[src/rtl/sdram_bist_pkg.sv]
`default_nettype none
// ============================================================================
// Module      : sdram_bist_pkg
// Description : Shared types, constants and helpers for the SDRAM BIST.
// Revision    : 1.0 - initial release
// ============================================================================
package sdram_bist_pkg;

    typedef enum logic [2:0] {
        IDLE    = 3'd0,
        GEN     = 3'd1,
        WR_REQ  = 3'd2,
        RD_REQ  = 3'd3,
        RD_WAIT = 3'd4,
        NEXT    = 3'd5,
        DONE    = 3'd6
    } state_t;

    // Galois feedback mask for x^32 + x^22 + x^2 + x^1 + 1
    localparam logic [31:0] LFSR_TAPS = 32'h8020_0003;

    localparam int c_MAX_W = 64;

    // Callers zero-extend into c_MAX_W and truncate the result to their data width.
    function automatic logic [c_MAX_W-1:0] expected_data(
        input logic [c_MAX_W-1:0] addr,
        input logic [c_MAX_W-1:0] xor_pat
    );
        return addr ^ xor_pat;
    endfunction

endpackage
`default_nettype wire

[src/rtl/sdram_bist_lfsr.sv]
`default_nettype none
// ============================================================================
// Module      : sdram_bist_lfsr
// Description : 32-bit right-shifting Galois LFSR with load and step controls.
// Revision    : 1.0 - initial release
// ============================================================================
module sdram_bist_lfsr
    import sdram_bist_pkg::*;
#(
    parameter logic [31:0] TAPS      = LFSR_TAPS,
    parameter logic [31:0] RESET_VAL = 32'h0000_0001
) (
    input  logic        clk,
    input  logic        rst,
    input  logic        i_load,
    input  logic [31:0] i_seed,
    input  logic        i_step,
    output logic [31:0] o_state
);

    logic [31:0] r_state;
    logic [31:0] w_next;

    assign w_next  = {1'b0, r_state[31:1]} ^ (r_state[0] ? TAPS : 32'h0000_0000);
    assign o_state = r_state;

    // Load has priority so a restart always begins from the seed.
    always_ff @(posedge clk or posedge rst) begin
        if (rst) begin
            r_state <= RESET_VAL;
        end else if (i_load) begin
            r_state <= i_seed;
        end else if (i_step) begin
            r_state <= w_next;
        end
    end

endmodule
`default_nettype wire

[src/rtl/sdram_bist.sv]
`default_nettype none
// ============================================================================
// Module      : sdram_bist
// Description : Write/read-back traffic generator and checker for sdram_core.
// Revision    : 1.0 - initial release
// ============================================================================
module sdram_bist
    import sdram_bist_pkg::*;
#(
    parameter int                    ADDR_WIDTH  = 32,
    parameter int                    DATA_WIDTH  = 8,
    parameter int                    NUM_TESTS   = 1024,
    parameter logic [31:0]           ADDR_MASK   = 32'h00FF_FFFF,
    parameter logic [31:0]           LFSR_SEED   = 32'hACE1_0001,
    parameter logic [DATA_WIDTH-1:0] DATA_XOR    = DATA_WIDTH'(8'hA5),
    parameter int                    ACK_TIMEOUT = 255
) (
    input  logic                  clk,
    input  logic                  rst,
    input  logic                  start,
    output logic                  busy,
    output logic                  done,
    output logic                  pass,
    output logic [15:0]           err_count,
    output logic [ADDR_WIDTH-1:0] err_addr,
    output logic [ADDR_WIDTH-1:0] addr,
    output logic [DATA_WIDTH-1:0] write_data,
    output logic                  wr,
    output logic                  rd,
    input  logic                  accept,
    input  logic                  ack,
    input  logic [DATA_WIDTH-1:0] read_data
);

    localparam int c_CNT_W = (NUM_TESTS > 1) ? $clog2(NUM_TESTS) : 1;
    localparam int c_TO_W  = (ACK_TIMEOUT > 1) ? $clog2(ACK_TIMEOUT) : 1;
    localparam logic [c_CNT_W-1:0] c_LAST_TEST = c_CNT_W'(NUM_TESTS - 1);
    localparam logic [c_TO_W-1:0]  c_LAST_TO   = c_TO_W'(ACK_TIMEOUT - 1);

    state_t              r_state;
    logic [c_CNT_W-1:0]  r_cnt;
    logic [c_TO_W-1:0]   r_tcnt;

    logic                  w_start_ok;
    logic [31:0]           w_lfsr_state;
    logic [ADDR_WIDTH-1:0] w_addr_next;
    logic [DATA_WIDTH-1:0] w_wdata_next;
    logic [DATA_WIDTH-1:0] w_exp;
    logic                  w_timeout;
    logic                  w_err_fire;
    logic                  w_wait_end;

    assign w_start_ok   = start && ((r_state == IDLE) || (r_state == DONE));
    assign w_addr_next  = ADDR_WIDTH'(w_lfsr_state & ADDR_MASK);
    assign w_wdata_next = DATA_WIDTH'(expected_data(c_MAX_W'(w_addr_next), c_MAX_W'(DATA_XOR)));
    assign w_exp        = DATA_WIDTH'(expected_data(c_MAX_W'(addr), c_MAX_W'(DATA_XOR)));
    assign w_timeout    = (r_tcnt == c_LAST_TO);
    assign w_err_fire   = ack ? (read_data != w_exp) : w_timeout;
    assign w_wait_end   = ack || w_timeout;

    sdram_bist_lfsr #(
        .TAPS      (LFSR_TAPS),
        .RESET_VAL (LFSR_SEED)
    ) u_lfsr (
        .clk     (clk),
        .rst     (rst),
        .i_load  (w_start_ok),
        .i_seed  (LFSR_SEED),
        .i_step  (r_state == GEN),
        .o_state (w_lfsr_state)
    );

    always_ff @(posedge clk or posedge rst) begin
        if (rst) begin
            r_state    <= IDLE;
            r_cnt      <= '0;
            r_tcnt     <= '0;
            busy       <= 1'b0;
            done       <= 1'b0;
            pass       <= 1'b0;
            err_count  <= 16'h0000;
            err_addr   <= '0;
            addr       <= '0;
            write_data <= '0;
            wr         <= 1'b0;
            rd         <= 1'b0;
        end else begin
            case (r_state)
                IDLE, DONE: begin
                    if (start) begin
                        err_count <= 16'h0000;
                        err_addr  <= '0;
                        done      <= 1'b0;
                        pass      <= 1'b0;
                        busy      <= 1'b1;
                        r_cnt     <= '0;
                        r_state   <= GEN;
                    end
                end
                GEN: begin
                    addr       <= w_addr_next;
                    write_data <= w_wdata_next;
                    wr         <= 1'b1;
                    r_state    <= WR_REQ;
                end
                WR_REQ: begin
                    if (accept) begin
                        wr         <= 1'b0;
                        write_data <= '0;
                        rd         <= 1'b1;
                        r_state    <= RD_REQ;
                    end
                end
                RD_REQ: begin
                    // An ack arriving with the accept is ignored; the timeout covers it.
                    if (accept) begin
                        rd      <= 1'b0;
                        r_tcnt  <= '0;
                        r_state <= RD_WAIT;
                    end
                end
                RD_WAIT: begin
                    if (w_wait_end) begin
                        if (w_err_fire) begin
                            if (err_count != 16'hFFFF) begin
                                err_count <= err_count + 16'h0001;
                            end
                            if (err_count == 16'h0000) begin
                                err_addr <= addr;
                            end
                        end
                        r_state <= NEXT;
                    end else begin
                        r_tcnt <= r_tcnt + 1'b1;
                    end
                end
                NEXT: begin
                    if (r_cnt == c_LAST_TEST) begin
                        busy    <= 1'b0;
                        done    <= 1'b1;
                        pass    <= (err_count == 16'h0000);
                        r_state <= DONE;
                    end else begin
                        r_cnt   <= r_cnt + 1'b1;
                        r_state <= GEN;
                    end
                end
                default: begin
                    r_state <= IDLE;
                end
            endcase
        end
    end

endmodule
`default_nettype wire

[config.mk]
export PLATFORM = sky130hd
export DESIGN_NAME = sdram_bist
export DESIGN_NICKNAME = d
export VERILOG_FILES = /design/src/rtl/sdram_bist_pkg.sv /design/src/rtl/sdram_bist_lfsr.sv /design/src/rtl/sdram_bist.sv
export SDC_FILE = /design/constraint.sdc
export NUM_CORES = 1
export LEC_CHECK = 0
export BUFFER_PORTS_ARGS = -buffer_cell sky130_fd_sc_hd__buf_2
export CAP_MARGIN = 5
export CORE_MARGIN = 3
export CORE_UTILIZATION = 30
export DETAILED_ROUTE_END_ITERATION = 10
export SYNTH_ARGS = -nofsm -noshare
export SYNTH_HDL_FRONTEND = slang
export SYNTH_HIERARCHICAL = 1
export SYNTH_SLANG_ARGS = --single-unit
[constraint.sdc]
create_clock -name clk -period 5.3 [get_ports clk]
set_input_delay 1.06 -clock clk [delete_from_list [all_inputs] [get_ports clk]]
set_output_delay 1.06 -clock clk [all_outputs]
set_load 0.02 [all_outputs]
Word-level counts from Yosys, hierarchy flattened
Index checks and enable logic that the tools add are counted.
Widths: inputs -> output; s select.
- reductions and logical operators: 20
- mux-type cells: 39
- eq/ne operators: 20
- add/subtract/negate cells: 3
- bitwise operators: 3
- operators with widths (cell ; number):
    $mux 32 ; 7
    $mux 16 ; 4
    $pmux 32 s2 ; 1
    $pmux 16 s2 ; 1
    $pmux 8 s2 ; 2
    $xor 31x32->32 ; 1
    $mux 10 ; 2
    $ne 2x2->1 const B ; 10
    $pmux 10 s2 ; 1
    $pmux 3 s6 ; 1
    $add 16x1->16 const B ; 1
    $logic_not 16->1 ; 1
    $mux 8 ; 2
    $ne 16x16->1 const B ; 1
    $mux 3 ; 5
    $reduce_and 3->1 ; 4
    $reduce_bool 2->1 ; 6
    $add 10x1->10 const B ; 1
    $eq 10x10->1 const B ; 1
    $pmux 1 s2 ; 5
    $reduce_and 5->1 ; 2
    $eq 3x3->1 const B ; 3
    $add 8x1->8 const B ; 1
    $eq 8x8->1 const B ; 1
    11 further kinds ; 21
- input port bits: 13
- output and inout port bits: 93
- register bits: 138

Longest topological paths before layout
Gate-level depths: netlist of run 1.
- word-level depth: 6
- gate-level depth with buffers: 11
- mapped depth without buffers: 8

Modules after synthesis
The synthesis of run 1 kept the hierarchy.
- modules (own cells, without submodules) (module ; sequential area each (um^2) ; area each (um^2) ; cells each ; instances):
    sdram_bist ; 2452.4 ; 4658.2 ; 511 ; 1
    sdram_bist_lfsr ; 812.0 ; 1544.0 ; 144 ; 1

Least setup slack after synthesis of run 1
OpenSTA, ideal clock, no wires.
- path kind: input port to flip-flop
- from: input start
- to: register u_lfsr.r_state[1] (netlist: u_lfsr/o_state[1])
- stages: 6
- data arrival time: 2.201 ns
- path slack: 3.013 ns
- required time: 5.213 ns
- cell sequence: nand2_2 clkinv_1 buf_1 buf_6 or3b_1 o211ai_1
- word-level cells in the longest chain between the ends: 2
- elaborated cells between the ends (all ways): 3
- classes of those cells: mux (1); reduce/logical (2)
- ends and longest elaborated chain (what ; RTL line ; text):
    start, declared ; sdram_bist.sv:20 ; input logic start,
    $logic_and 1x1->1 (*) ; sdram_bist.sv:53 ; assign w_start_ok = start && ((r_state == IDLE) || (r_state == DONE));
    via w_start_ok ; sdram_bist.sv:44 ; logic w_start_ok;
    $mux 32 / $reduce_bool 2->1 (equally long branches) ; -- ;
    end signal, assigned ; sdram_bist_lfsr.sv:32 ; r_state <= i_seed;
    end signal, assigned ; sdram_bist_lfsr.sv:34 ; r_state <= w_next;
    end, declared ; sdram_bist_lfsr.sv:21 ; logic [31:0] r_state;
Mark *: on every way through the listed nets, which the timed path passes. The rest lies on a longest branch.
A chain may end at the register's enable or synchronous reset.

Worst setup path after layout of run 1
- from: register r_state[0]
- to: register err_addr[7]
- word-level cells in the longest chain between the ends: 4
- elaborated cells between the ends (all ways): 11
- classes of those cells: eq/ne (6); mux (1); reduce/logical (4)
- ends and longest elaborated chain (what ; RTL line ; text):
    start, declared ; sdram_bist.sv:40 ; state_t r_state;
    start signal, assigned ; sdram_bist.sv:75 ; r_state <= IDLE;
    start signal, assigned ; sdram_bist.sv:97 ; r_state <= GEN;
    start signal, assigned ; sdram_bist.sv:104 ; r_state <= WR_REQ;
    $eq 3x3->1 / $logic_not 3->1 (equally long branches) ; sdram_bist.sv:88 ; case (r_state)
    $reduce_or 2->1 ; sdram_bist.sv:88 ;
    $ne 2x2->1 (no source line) / $reduce_bool 2->1 (equally long branches) ; -- ;
    $reduce_and 5->1 (no source line) ; -- ;
    end signal, assigned ; sdram_bist.sv:129 ; err_addr <= addr;
    end, declared ; sdram_bist.sv:25 ; output logic [ADDR_WIDTH-1:0] err_addr,
Parallel ways exist; a longest one is shown, timed or not.

==> run metrics, run 1 <==
most common library cell in the layout ignoring fill and taps sky130_fd_sc_hd__nand2_1; TritonCTS clock tree built; internal power consumption roughly 2.5 mW; Setup Total Neg Slack 0 ps; sum of net half-perimeters after detailed placement 10000 um; unrepaired setup endpoints after global routing false; R2R depth 6; post-synthesis register bit count 130; Post-Route Skew around 14 ps; Post-CTS Setup Bufs 0; biggest cell delay along the critical path slightly above 700 ps; last weighted congestion value of the routability-driven placer around 0.85; # DRC 0; number of global-route vias before repair 4651; capturing element type of the critical path flip-flop; Synthesis Warnings 6; FF+latch area 3260 sq um; arrival time at the worst endpoint 3110 ps; ports placed on the boundary approximately 110; buffer depth of the longest clock path 2; cell area after technology mapping about 6200 sq um; sw frac 38.2%; area of the core roughly 20000 sq um; number of clock sinks 130; type of the worst min-delay path reg -> reg; die area 22400 sq um; mean instance size in the synthesized netlist roughly 9.5 sq um; remaining max-slew budget at the tightest pin between 40% and 50%; design area ~7500 sq um; latest clock arrival within the worst-skew pair roughly 420 ps; Vias roughly 4700; total of fill cells in the finished design 2038; number of DRC markers in iteration 0 272; max-capacitance violation count 0; endpoint required time on the critical path roughly 5600 ps; portion of total power attributed to the clock network between 20% and 30%; Final Hold Vio Count 0; number of stages on the worst hold path 2; share of flip-flops with an asynchronous set or reset after synthesis 100%; outcome completed; Critical Path Source Type flip-flop; fraction of final layout cells with drive strength greater than 1 around a fifth; largest delay contributor family on the critical path simple AND/OR/NAND/NOR gates; gr ovfl total 0; post-DR vias/cell approximately 4.5; Core Rows 51; clock tree root driver cell sky130_fd_sc_hd__clkbuf_16; TritonCTS Buffers 17; CP Cell Sequence or3b_1, a211oi_4, nor3b_4, nand3_2, nand2_1, o21ai_0; Area growth syn-to-layout 20.2%; total placed instance area around 6900 sq um; Max Clk Rate between 0.3 and 0.4 GHz; CP max-delay cell sky130_fd_sc_hd__dfrtp_1; Cell Pwr Density between 500 and 600 nW/um^2; total global routing track utilization 13.3%; total detailed-routing wirelength 14400 um; number of routed nets with antenna violations 0; Setup-failing EPs final 0; number of instances in the synthesized netlist about 660; static leakage 3.54 nW; hold buffers post-CTS 0; Port Buf Inserts 89; number of max-slew violations in the final report 0; number of synthesized flops with an enable pin 0; shortest clock period the worst path allows after layout 2840 ps; most frequent cells in the layout sky130_fd_sc_hd__nand2_1, sky130_fd_sc_hd__dfrtp_1, sky130_fd_sc_hd__buf_2; Nets around 780; Critical Setup Path Class reg -> reg; maximum fanout count along the critical path between 40 and 50; Min-Delay Startpoint err_addr[22]; number of buffers and inverters on the critical path 0; switching power between 1.5 and 2 mW; die width 150 um; number of detailed-route iterations in the first pass 4; share of power burned in combinational logic between 30% and 40%; wire length per cell approximately 14 um; pin count of the biggest net entering global routing 56; final clock period utilization by the worst path a little over half; htree depth 4; post-CTS sizing 0; worst-case hold path end point err_addr[22]; Ant. Diodes 0; multi-input combinational cell area about 2700 sq um; endpoint of the lowest-slack register-to-register path err_addr[7]; initial antenna violation count 0; clock-pin slew on the worst setup and hold paths about 60 ps; sequential group share of total power 39.9%; initial standard-cell utilization of the core 31.2%; internal reg-to-reg setup slack 2460 ps; Top FF cell, synth sky130_fd_sc_hd__dfrtp_1; first-pass GRT wire length 23800 um; Netlist cell types 58; die height approximately 150 um; Seq/Total Area, Yosys 52.6%; startpoint of the lowest-slack register-to-register path r_state[0]; pin slew with the least headroom to its limit between 800 and 900 ps; worst supply voltage drop on vdd just over 200 uV
worst min-delay path, delay by kind of cell, from the launching register on:
family	cells	cell delay [ps]
simple gates	1	40
flops	1	330
compound gates	1	60
worst max path at each step:
stage	cells past startpoint	slack, ps	end	start
2_1_floorplan	1	1680	addr[0]	rst
3_3_place_gp	6	2350	err_addr[20]	read_data[1]
3_5_place_dp	6	2280	err_addr[22]	read_data[1]
4_1_cts	6	2430	err_addr[22]	r_state[0]
5_1_grt	6	2090	err_addr[17]	r_state[0]
6_report	6	2460	err_addr[7]	r_state[0]
area by class of cell:
class	count	share of cell area [%]
timing repair buffer	95	6.58
inverter	11	0.587
sequential	130	43.8
tap	265	4.45
clock inverter	13	2.00
clock buffer	19	6.08
multi-input combinational	510	36.5
metal layers:
layer / vias to the layer above / wire length (um) / GRT usage [%]
met2: 69 / 7190 / 22.1
met1: 2260 / 6420 / 16.7
li1: 2381 / - / -
met4: 0 / 155 / 3.93
met5: - / 0 / 0
met3: 13 / 598 / 4.21
power by group through the flow:
| stage | Sequential, mW | Combinational (mW) | Clock [mW] |
|---|---|---|---|
| 2_1_floorplan | 1.66 | 0.863 | 0 |
| 3_3_place_gp | 1.60 | 1.21 | 0 |
| 3_5_place_dp | 1.61 | 1.23 | 0 |
| 4_1_cts | 1.59 | 1.24 | 1.22 |
| 5_1_grt | 1.63 | 1.38 | 1.26 |
| 6_report | 1.59 | 1.21 | 1.19 |
kinds of logic after synthesis:
logic type	Yosys count	share of synthesized area (%)
other	2	0.121
muxes	30	4.84
and+or+nand+nor	288	20.9
xor gates and xnor gates	23	3.25
AOI/OAI and AO/OA	115	10.8
adders and majority gates	6	1.17
DFF	130	52.6
buffers and inverters	61	6.33
flip-flops by register name, summed over array words and instances, names as in the netlist:
signal,cells
addr,24
busy,1
done,1
err_addr,24
err_count,16
pass,1
r_cnt,10
r_state,3
r_tcnt,8
rd,1
u_lfsr/o_state,32
wr,1
write_data,8
synth_stat cells, types with 7 or more instances:
cell type / count / area (sq um)
sky130_fd_sc_hd__buf_4: 18 / 135
sky130_fd_sc_hd__o21ai_1: 50 / 250
sky130_fd_sc_hd__mux2i_1: 30 / 300
sky130_fd_sc_hd__o21ai_0: 26 / 130
sky130_fd_sc_hd__nand2_1: 194 / 728
sky130_fd_sc_hd__nor2_1: 21 / 78.8
sky130_fd_sc_hd__a21oi_1: 12 / 60.1
sky130_fd_sc_hd__nand4_1: 9 / 56.3
sky130_fd_sc_hd__buf_6: 9 / 101
sky130_fd_sc_hd__dfrtp_1: 121 / 3030
sky130_fd_sc_hd__inv_1: 8 / 30.0
sky130_fd_sc_hd__xnor2_1: 11 / 96.3
sky130_fd_sc_hd__and3_1: 8 / 50.1
sky130_fd_sc_hd__nand3_1: 16 / 80.1
sky130_fd_sc_hd__xor2_1: 12 / 105
sky130_fd_sc_hd__dfstp_2: 9 / 236
sky130_fd_sc_hd__buf_2: 9 / 45.0
sky130_fd_sc_hd__clkbuf_1: 11 / 41.3
sky130_fd_sc_hd__or3_1: 7 / 43.8
stage by stage:
stage          setup slack (ps)  utilization, %  power (mW)  hold WS, ps  std cells
5_1_grt                    2090            37.4        4.27          505       1043
4_1_cts                    2430            37.4        4.05          484       1043
2_1_floorplan              1680               -        2.52          460        701
3_5_place_dp               2280            34.4        2.84          462       1011
6_report                   2460            37.4        3.98          475       1043
3_3_place_gp               2350            34.4        2.81          460       1011
(Power assumes the default switching activity.)
==> inputs of run 2 (changes only) <==
==> constraint.sdc (replaced) <==
create_clock -name clk -period 3 [get_ports clk]
set_input_delay 0.6 -clock clk [delete_from_list [all_inputs] [get_ports clk]]
set_output_delay 0.6 -clock clk [all_outputs]
set_load 0.02 [all_outputs]
==> run 2 against run 1 <==
  * Cell area is 0.32% higher
  * Clock power grew 66%
  * Wire length is 0.47% lower
  * Sequential power up 73%
  * Combinational power grew 85%
  * Fmax is 14% higher
  * Register-to-register slack worse by 1900 ps
  * Critical path depth did not move
  * Worst setup slack got worse by 1900 ps
  * Sequential share of layout area decreased by 0.14 points
  * Final cell count rose by 0.58%
  * Critical path type unchanged
==> run metrics, run 2 (same netlist as run 1, synthesis figures left out) <==
post-DR vias/cell 4.54 (was 4.53); R2R depth 6 (unchanged); pin slew with the least headroom to its limit 770 ps (was 836 ps); Setup Total Neg Slack 0 ps (unchanged); hold buffers post-CTS 0 (unchanged); number of global-route vias before repair 4509 (was 4651); first-pass GRT wire length 23400 um (was 23800 um); capturing element type of the critical path flip-flop (unchanged); clock-pin slew on the worst setup and hold paths 60 ps (about the same); outcome completed (unchanged); fraction of final layout cells with drive strength greater than 1 19.9% (was 19.3%); Core Rows 51 (unchanged); type of the worst min-delay path in -> async (was reg -> reg); total detailed-routing wirelength 14300 um (was 14400 um); total of fill cells in the finished design 2045 (was 2038); Max Clk Rate 0.403 GHz (was 0.352 GHz); buffer depth of the longest clock path 2 (unchanged); number of DRC markers in iteration 0 257 (was 272); wire length per cell 13.6 um (was 13.8 um); ports placed on the boundary 106 (unchanged); static leakage 3.55 nW (was 3.54 nW); number of clock sinks 130 (unchanged); max reg flops 32 (unchanged); internal reg-to-reg setup slack 520 ps (was 2460 ps); portion of total power attributed to the clock network 28.4% (was 29.8%); area of the core 19900 sq um (unchanged); Place WS 520 ps (was 2280 ps); TritonCTS Buffers 17 (unchanged); Critical Path Source Type flip-flop (unchanged); Nets 789 (was 783); sw frac 38.8% (was 38.2%); unrepaired setup endpoints after global routing false (unchanged); initial antenna violation count 0 (unchanged); maximum fanout count along the critical path 20 (was 48); Setup-failing EPs final 0 (unchanged); Ant. Diodes 0 (unchanged); latest clock arrival within the worst-skew pair 420 ps (about the same); Total Power Consumption 6.97 mW (was 3.98 mW); Final Hold Vio Count 0 (unchanged); post-CTS sizing 0 (unchanged); die height 150 um (unchanged); core utilization of the finished layout 37.6% (was 37.4%); Area growth syn-to-layout 20.6% (was 20.2%); final clock period utilization by the worst path 82.8% (was 53.6%); worst supply voltage drop on vdd 383 uV (was 204 uV); internal power consumption 4.27 mW (was 2.46 mW); number of routed nets with antenna violations 0 (unchanged); Critical Setup Path Class reg -> reg (unchanged); htree depth 4 (unchanged); pin count of the biggest net entering global routing 54 (was 56); sum of net half-perimeters after detailed placement 10000 um (about the same); total global routing track utilization 13.2% (was 13.3%); shortest clock period the worst path allows after layout 2480 ps (was 2840 ps); switching power 2.70 mW (was 1.52 mW); endpoint required time on the critical path 3330 ps (was 5570 ps); endpoint of the most critical setup path err_count[13] (was err_addr[7]); clock tree root driver cell sky130_fd_sc_hd__clkbuf_16 (unchanged); number of max-slew violations in the final report 0 (unchanged); die area 22400 sq um (unchanged); arrival time at the worst endpoint 2820 ps (was 3110 ps); Post-Route Skew 11.2 ps (was 14.0 ps); most frequent cells in the layout sky130_fd_sc_hd__nand2_1, sky130_fd_sc_hd__dfrtp_1, sky130_fd_sc_hd__buf_2 (unchanged); setup ws final 516 ps (was 2460 ps); endpoint of the lowest-slack register-to-register path err_count[13] (was err_addr[7]); remaining max-slew budget at the tightest pin 48.6% (was 44.2%); Post-CTS Setup Bufs 0 (unchanged); Critical path origin r_state[1] (was r_state[0]); Port Buf Inserts 89 (unchanged); # DRC 0 (unchanged); Vias 4767 (was 4723); max-capacitance violation count 0 (unchanged); sequential group share of total power 39.5% (was 39.9%); Cell Pwr Density 932 nW/um^2 (was 534 nW/um^2); last weighted congestion value of the routability-driven placer 0.832 (was 0.847); TritonCTS clock tree built (unchanged); most common library cell in the layout ignoring fill and taps sky130_fd_sc_hd__nand2_1 (unchanged); number of detailed-route iterations in the first pass 4 (unchanged); initial standard-cell utilization of the core 31.2% (unchanged); gr ovfl total 0 (unchanged); die width 150 um (unchanged); startpoint of the lowest-slack register-to-register path r_state[1] (was r_state[0]); share of power burned in combinational logic 32.1% (was 30.4%)
==> run 2: changes by cell type in the layout (fill, tap and decap cells not counted), sizes merged <==
cell      before  now
clkinvlp       3    5
bufinv         2    1
clkinv         2    4
clkbuf        19   18
buf           95  101
inv           17   15
==> run 2: area by class of cell <==
class | instances | area (sq um) | share of cell area, %
sequential | 130 | 3260 | 43.7
clock buffer | 18 | 439 | 5.87
inverter | 11 | 45.0 | 0.602
timing repair buffer | 101 | 548 | 7.33
tap | 265 | 332 | 4.43
multi-input combinational | 510 | 2720 | 36.4
clock inverter | 14 | 128 | 1.71
==> run 2: worst min-delay path by stage <==
stage	start	cells after the start	end
2_1_floorplan	u_lfsr/o_state[10]	2	addr[10]
3_3_place_gp	done	2	done
3_5_place_dp	err_addr[7]	2	err_addr[7]
4_1_cts	rst	2	u_lfsr/o_state[17]
5_1_grt	rst	2	u_lfsr/o_state[17]
6_report	rst	2	u_lfsr/o_state[17]
==> run 2: power groups by stage <==
stage	logic [mW]	registers, mW	clock network [mW]
after CTS	2.28	2.76	2.04
after global routing	2.52	2.84	2.11
after global placement	2.23	2.79	0
after floorplan	1.53	2.93	0
final	2.24	2.75	1.98
after detailed placement	2.27	2.79	0
==> run 2: worst max-delay path: stages, from the launching register on <==
cell,delay (ps)
sky130_fd_sc_hd__dfrtp_1,520
sky130_fd_sc_hd__or3b_1,440
sky130_fd_sc_hd__a211oi_4,100
sky130_fd_sc_hd__nor3b_4,270
sky130_fd_sc_hd__nand3_2,350
sky130_fd_sc_hd__or4_1,560
sky130_fd_sc_hd__a21oi_1,150
==> run 2: per-stage QoR <==
step	hold WS, ps	std cells	cell area, sq um
2_1_floorplan	460	701	6380
5_1_grt	239	1049	7480
3_5_place_dp	467	1017	6910
4_1_cts	211	1049	7480
6_report	214	1049	7480
3_3_place_gp	456	1017	6910
==> run 2: layer usage <==
layer	track usage, %	vias to the layer above	part of all wire [%]
met4	4.53	0	2.1
met2	21.5	98	48
met1	16.8	2247	44
li1	-	2401	-
met5	0	-	0
met3	4.00	21	5.7
